--- src/rtl/bus_seq_pkg.sv ---
// Shared state encoding and opcode constants for the register-file strobe sequencer.
package bus_seq_pkg;

  typedef enum logic [1:0] {
    ST_IDLE  = 2'd0,
    ST_SETUP = 2'd1,
    ST_LATCH = 2'd2,
    ST_HOLD  = 2'd3
  } seq_state_t;

  localparam logic OP_MOVE = 1'b0;
  localparam logic OP_ALU  = 1'b1;

  localparam int SEQ_LEN = 4;

endpackage

--- src/rtl/bus_sequencer_strobe_decode.sv ---
// Index-plus-enable to active-low one-hot strobe vector; out-of-range indices select nothing.
module strobe_decode #(
  parameter int NREGS = 4,
  parameter int IDXW  = 3
) (
  input  logic [IDXW-1:0]  idx,
  input  logic             en,
  output logic [NREGS-1:0] strobe_bar
);

  // One-hot low decode, every bit high when disabled
  always_comb begin
    strobe_bar = {NREGS{1'b1}};
    for (int i = 0; i < NREGS; i++) begin
      strobe_bar[i] = !(en && (idx == i[IDXW-1:0]));
    end
  end

endmodule

--- src/rtl/bus_sequencer.sv ---
// Sequences BUS/LHS/RHS/LOAD strobes for one register transfer at a time.
// Strobes are decoded from next-state and re-timed through flops so the register file never sees decode glitches.
module bus_sequencer
  import bus_seq_pkg::*;
#(
  parameter int NREGS = 4,
  parameter int IDXW  = 3
) (
  input  logic             CLK,
  input  logic             RST,
  input  logic             REQ_VALID,
  output logic             REQ_READY,
  input  logic             REQ_OP,
  input  logic [IDXW-1:0]  REQ_SRC_A,
  input  logic [IDXW-1:0]  REQ_SRC_B,
  input  logic [IDXW-1:0]  REQ_DST,
  output logic [NREGS-1:0] ASSERT_bar,
  output logic [NREGS-1:0] ASSERT_LHS_bar,
  output logic [NREGS-1:0] ASSERT_RHS_bar,
  output logic [NREGS-1:0] LOAD_bar,
  output logic             ALU_OE_bar,
  output logic             DONE,
  output logic             ERR
);

  localparam logic [IDXW:0] NREGS_W = NREGS[IDXW:0];

  seq_state_t      state_r, state_nx_s;
  logic            op_r, op_nx_s;
  logic [IDXW-1:0] a_r, a_nx_s, b_r, b_nx_s, dst_r, dst_nx_s;
  logic            bad_r, bad_nx_s;
  logic            accept_s, active_s, bus_en_s, alu_en_s, load_en_s;
  logic [NREGS-1:0] bus_dec_s, lhs_dec_s, rhs_dec_s, load_dec_s;

  function automatic logic idx_bad(input logic [IDXW-1:0] idx);
    return ({1'b0, idx} >= NREGS_W);
  endfunction

  // Next request fields, next state and strobe-group enables for the coming cycle
  always_comb begin
    accept_s = REQ_VALID && REQ_READY;
    if (accept_s) begin
      op_nx_s  = REQ_OP;
      a_nx_s   = REQ_SRC_A;
      b_nx_s   = REQ_SRC_B;
      dst_nx_s = REQ_DST;
      // RHS index only matters for ALU requests
      bad_nx_s = idx_bad(REQ_SRC_A) || idx_bad(REQ_DST) ||
                 ((REQ_OP == OP_ALU) && idx_bad(REQ_SRC_B));
    end else begin
      op_nx_s  = op_r;
      a_nx_s   = a_r;
      b_nx_s   = b_r;
      dst_nx_s = dst_r;
      bad_nx_s = bad_r;
    end

    case (state_r)
      ST_IDLE:  state_nx_s = accept_s ? ST_SETUP : ST_IDLE;
      ST_SETUP: state_nx_s = ST_LATCH;
      ST_LATCH: state_nx_s = ST_HOLD;
      ST_HOLD:  state_nx_s = ST_IDLE;
      default:  state_nx_s = ST_IDLE;
    endcase

    active_s  = (state_nx_s != ST_IDLE) && !bad_nx_s;
    bus_en_s  = active_s && (op_nx_s == OP_MOVE) && (a_nx_s != dst_nx_s);
    alu_en_s  = active_s && (op_nx_s == OP_ALU);
    load_en_s = (state_nx_s == ST_LATCH) && (bus_en_s || alu_en_s);
  end

  strobe_decode #(.NREGS(NREGS), .IDXW(IDXW)) u_bus_dec (
    .idx(a_nx_s), .en(bus_en_s), .strobe_bar(bus_dec_s)
  );
  strobe_decode #(.NREGS(NREGS), .IDXW(IDXW)) u_lhs_dec (
    .idx(a_nx_s), .en(alu_en_s), .strobe_bar(lhs_dec_s)
  );
  strobe_decode #(.NREGS(NREGS), .IDXW(IDXW)) u_rhs_dec (
    .idx(b_nx_s), .en(alu_en_s), .strobe_bar(rhs_dec_s)
  );
  strobe_decode #(.NREGS(NREGS), .IDXW(IDXW)) u_load_dec (
    .idx(dst_nx_s), .en(load_en_s), .strobe_bar(load_dec_s)
  );

  // Sequencer state, captured request and registered strobe outputs
  always_ff @(posedge CLK) begin
    if (RST) begin
      state_r        <= ST_IDLE;
      op_r           <= OP_MOVE;
      a_r            <= {IDXW{1'b0}};
      b_r            <= {IDXW{1'b0}};
      dst_r          <= {IDXW{1'b0}};
      bad_r          <= 1'b0;
      REQ_READY      <= 1'b1;
      ASSERT_bar     <= {NREGS{1'b1}};
      ASSERT_LHS_bar <= {NREGS{1'b1}};
      ASSERT_RHS_bar <= {NREGS{1'b1}};
      LOAD_bar       <= {NREGS{1'b1}};
      ALU_OE_bar     <= 1'b1;
      DONE           <= 1'b0;
      ERR            <= 1'b0;
    end else begin
      state_r        <= state_nx_s;
      op_r           <= op_nx_s;
      a_r            <= a_nx_s;
      b_r            <= b_nx_s;
      dst_r          <= dst_nx_s;
      bad_r          <= bad_nx_s;
      REQ_READY      <= (state_nx_s == ST_IDLE);
      ASSERT_bar     <= bus_dec_s;
      ASSERT_LHS_bar <= lhs_dec_s;
      ASSERT_RHS_bar <= rhs_dec_s;
      LOAD_bar       <= load_dec_s;
      ALU_OE_bar     <= !alu_en_s;
      DONE           <= (state_nx_s == ST_HOLD);
      ERR            <= (state_nx_s == ST_HOLD) && bad_nx_s;
    end
  end

endmodule
--- config.mk ---
export PLATFORM = sky130hd
export DESIGN_NAME = bus_sequencer
export DESIGN_NICKNAME = d
export VERILOG_FILES = /design/src/rtl/bus_seq_pkg.sv /design/src/rtl/bus_sequencer_strobe_decode.sv /design/src/rtl/bus_sequencer.sv
export SDC_FILE = /design/constraint.sdc
export NUM_CORES = 1
export LEC_CHECK = 0
export ABC_AREA = 1
export CAP_MARGIN = 20
export CORE_ASPECT_RATIO = 2
export CORE_MARGIN = 3
export CORE_UTILIZATION = 45
export DETAILED_ROUTE_END_ITERATION = 10
export PLACE_DENSITY = 0.75
export SETUP_SLACK_MARGIN = 0.15
export SYNTH_ARGS = -nofsm -noshare
export SYNTH_HDL_FRONTEND = slang
export SYNTH_HIERARCHICAL = 1
export SYNTH_SLANG_ARGS = --single-unit
--- constraint.sdc ---
create_clock -name CLK -period 1.78 [get_ports CLK]
set_input_delay 0.178 -clock CLK [delete_from_list [all_inputs] [get_ports CLK]]
set_output_delay 0.178 -clock CLK [all_outputs]
set_load 0.005 [all_outputs]
==> metrics <==
MaxCap Viol Count 0; clock buffer count from CTS 5; FF-to-FF setup slack 0.0006 ns; Clk pin slew, worst setup/hold paths 0.07 ns; worst reg2reg path endpoint LOAD_bar[0]$_SDFF_PP1_; Slew @ Worst Pin 0.286 ns; Util after Layout 75.8%; TNS Setup 0 ns; clock skew 0.00582 ns; most frequent cells after synthesis nand2_1 (59), inv_1 (39), dfxtp_1 (33), nor2_1 (29), or2_2 (18); outcome finished, final reports clean; top-count cell post-synth nand2_1; Total Routing Usage GR 19.8%; Pins Over Slew Limit 0; EDFF count, synth 0; syn_nets 233; ANT cells 0; IO Port Bufs 32; Worst setup SP type flip-flop; die area 0.00413 mm2; Leak Pwr 0.00116 uW; Final period util 100%; Area Overhead vs Synth 60.3%; final RePlAce weighted congestion 0.858; clk root buf clkbuf_8; RSZ-0062 raised after global routing yes; number of global-route vias before repair 1456; ys async rst share 0%; CP max FO 5; Initial Util 47.3%; VDD IR max 0.00121 V; fraction of layout cells with a size suffix above 1 39.0%; total gr overflow 0; WL final 3.72 mm; Worst Setup End Kind flip-flop; CORE AREA 0.00319 mm2; first-pass GRT wire length 5.87 mm; DRT antenna net count 0; Final Setup Violations 0; worst setup margin 0.000593 ns; drt first pass iters 4; io pins 33; Avg WL per Cell 11.6 um; top cells by area, synth dfxtp_1 (44%), nand2_1 (15%), inv_1 (9.7%), or2_2 (7.5%), nor2_1 (7.2%); antenna violations before repair 0; relative slew slack 80.9%; Data required, critical path 1.95 ns; largest net degree at the start of global routing 28; CP arrival 1.95 ns; pre-CTS worst setup slack -0.324 ns; synthesized cell area 0.00151 mm2; CTS tree yes; clock buffer depth 2; # clock sinks 33; WS Path Type flip-flop to flip-flop; Die W 47.0 um; Avg Inst Size Synth 6.99 um2; FILL cells 220; dominant cell type by area after synthesis dfxtp_1; routed via count 1524; post-route minimum period 1.78 ns; DIE HEIGHT 87.9 um; Fmax 562 MHz; hold path start REQ_OP; Yosys warning total 6; Layout Nets 306; H-tree depth 2; Distinct cells, synth 18; sequential share of the synthesized area 43.7%; top-area cell type share of the netlist area 43.7%; Mapped Cells 216; cell depth of the worst flop-to-flop path 14; drc violations 0; PD cells 1390 mW/mm2; row cnt 29; Post-DP HPWL 2.16 mm; worst r2r src REQ_READY$_SDFF_PP1_; Hold Path Class input pin to flip-flop; CTS Hold Bufs 0; Clock Latency Late Sink 0.28 ns; Worst Hold Path EP op_r$_SDFF_PP0_; Via density 4.75; DRC marker count from the first detailed-route iteration 40; Top FF cell, synth dfxtp_1; WHS Path Cells 3; Fin. Hold Viols 0; flops & latches, synth 33
sequential cells by signal, summed over array words and instances, names as in the netlist:
signal / flops
DONE: 1
dst_r: 3
op_r: 1
ASSERT_LHS_bar: 4
ASSERT_RHS_bar: 4
bad_r: 1
state_r: 2
LOAD_bar: 4
ASSERT_bar: 4
b_r: 3
ERR: 1
a_r: 3
ALU_OE_bar: 1
REQ_READY: 1
power breakdown:
group / leakage, uW / switching, uW / internal [uW] / total (uW)
clock network: 0.0000585 / 265 / 456 / 721
registers: 0.000271 / 67.9 / 870 / 938
logic: 0.000831 / 855 / 860 / 1710
cell type report:
cell class,instances,area [um2],share of cell area (%)
clock inverters,1,30.0,1.24
inverters,39,146,6.05
repair buffers,72,638,26.4
multi-input cells,138,815,33.6
clock buffers,7,86.3,3.57
flip-flops and latches,33,667,27.5
well taps,31,38.8,1.60
worst max-delay path: stages (launching register included):
cell     delay [ns]
dfxtp_4        0.38
nand2_4        0.10
buf_6          0.14
nand2_2        0.05
nand2_2        0.07
nand2_1        0.09
nand2_1        0.10
inv_1          0.04
nand3_1        0.05
nand2_1        0.07
a21oi_2        0.13
inv_2          0.05
nor2_4         0.10
nand2_1        0.06
or2_4          0.21
kinds of logic (layout without fill, tap and decap cells):
| family | count (synthesis) | in the layout | share of synthesized area [%] |
|---|---|---|---|
| buf+inv | 46 | 119 | 12.2 |
| fa+ha+maj | 4 | 4 | 3.31 |
| flops | 33 | 33 | 43.7 |
| compound gates | 8 | 8 | 3.48 |
| simple gates | 125 | 126 | 37.3 |
what timing repair did:
item,4_1_cts,5_1_grt
buffers inserted,14,2
cloned,2,0
gates resized for setup,30,16
endpoints found under the setup margin,16,17
pin swaps,20,16
through the flow:
stage | area [um2] | std cells | hold slack (ns) | total power [uW]
after floorplan | 1560 | 216 | 0.292 | 1710
after global placement | 2050 | 295 | 0.458 | 2140
after detailed placement | 2050 | 295 | 0.463 | 2160
after CTS | 2360 | 319 | 0.477 | 3260
after global routing | 2420 | 321 | 0.302 | 3600
final | 2420 | 321 | 0.299 | 3370
worst max path at each step:
| stage | from | end | slack (ns) | depth (start not counted) |
|---|---|---|---|---|
| finish | REQ_READY$_SDFF_PP1_ | LOAD_bar[0]$_SDFF_PP1_ | 0.0006 | 14 |
| global route | REQ_READY$_SDFF_PP1_ | LOAD_bar[2]$_SDFF_PP1_ | -0.09 | 14 |
| detailed placement | REQ_VALID | LOAD_bar[2]$_SDFF_PP1_ | -0.32 | 12 |
| global placement | REQ_VALID | LOAD_bar[2]$_SDFF_PP1_ | -0.29 | 12 |
| floorplan | REQ_READY$_SDFF_PP1_ | LOAD_bar[2]$_SDFF_PP1_ | 0.14 | 12 |
| CTS | REQ_READY$_SDFF_PP1_ | LOAD_bar[0]$_SDFF_PP1_ | 0.06 | 14 |
placed cells by master, fill, tap and decap left out, types with 3 or more instances in the layout:
| cell type | netlist | final |
|---|---|---|
| buf_6 | 1 | 5 |
| clkdlybuf4s50_1 | 0 | 30 |
| nand3_1 | 13 | 9 |
| nor2_4 | 4 | 5 |
| dfxtp_1 | 33 | 30 |
| nand2_1 | 59 | 41 |
| clkbuf_8 | 0 | 6 |
| or2_4 | 0 | 4 |
| ha_1 | 4 | 3 |
| inv_1 | 39 | 29 |
| nand3_2 | 0 | 3 |
| inv_2 | 0 | 10 |
| or2_2 | 18 | 14 |
| nor2_1 | 29 | 26 |
| buf_4 | 0 | 34 |
| nand2_4 | 0 | 4 |
| nand2_2 | 0 | 15 |
per-layer routing:
metal,global-route usage (%),part of all wire (%),vias to the layer above
met3,4.73,4.3,16
li1,-,-,782
met4,13.6,4.4,0
met5,0,0,-
met2,35.3,57,53
met1,18.1,34,673
Power figures use the tool's default switching activity.
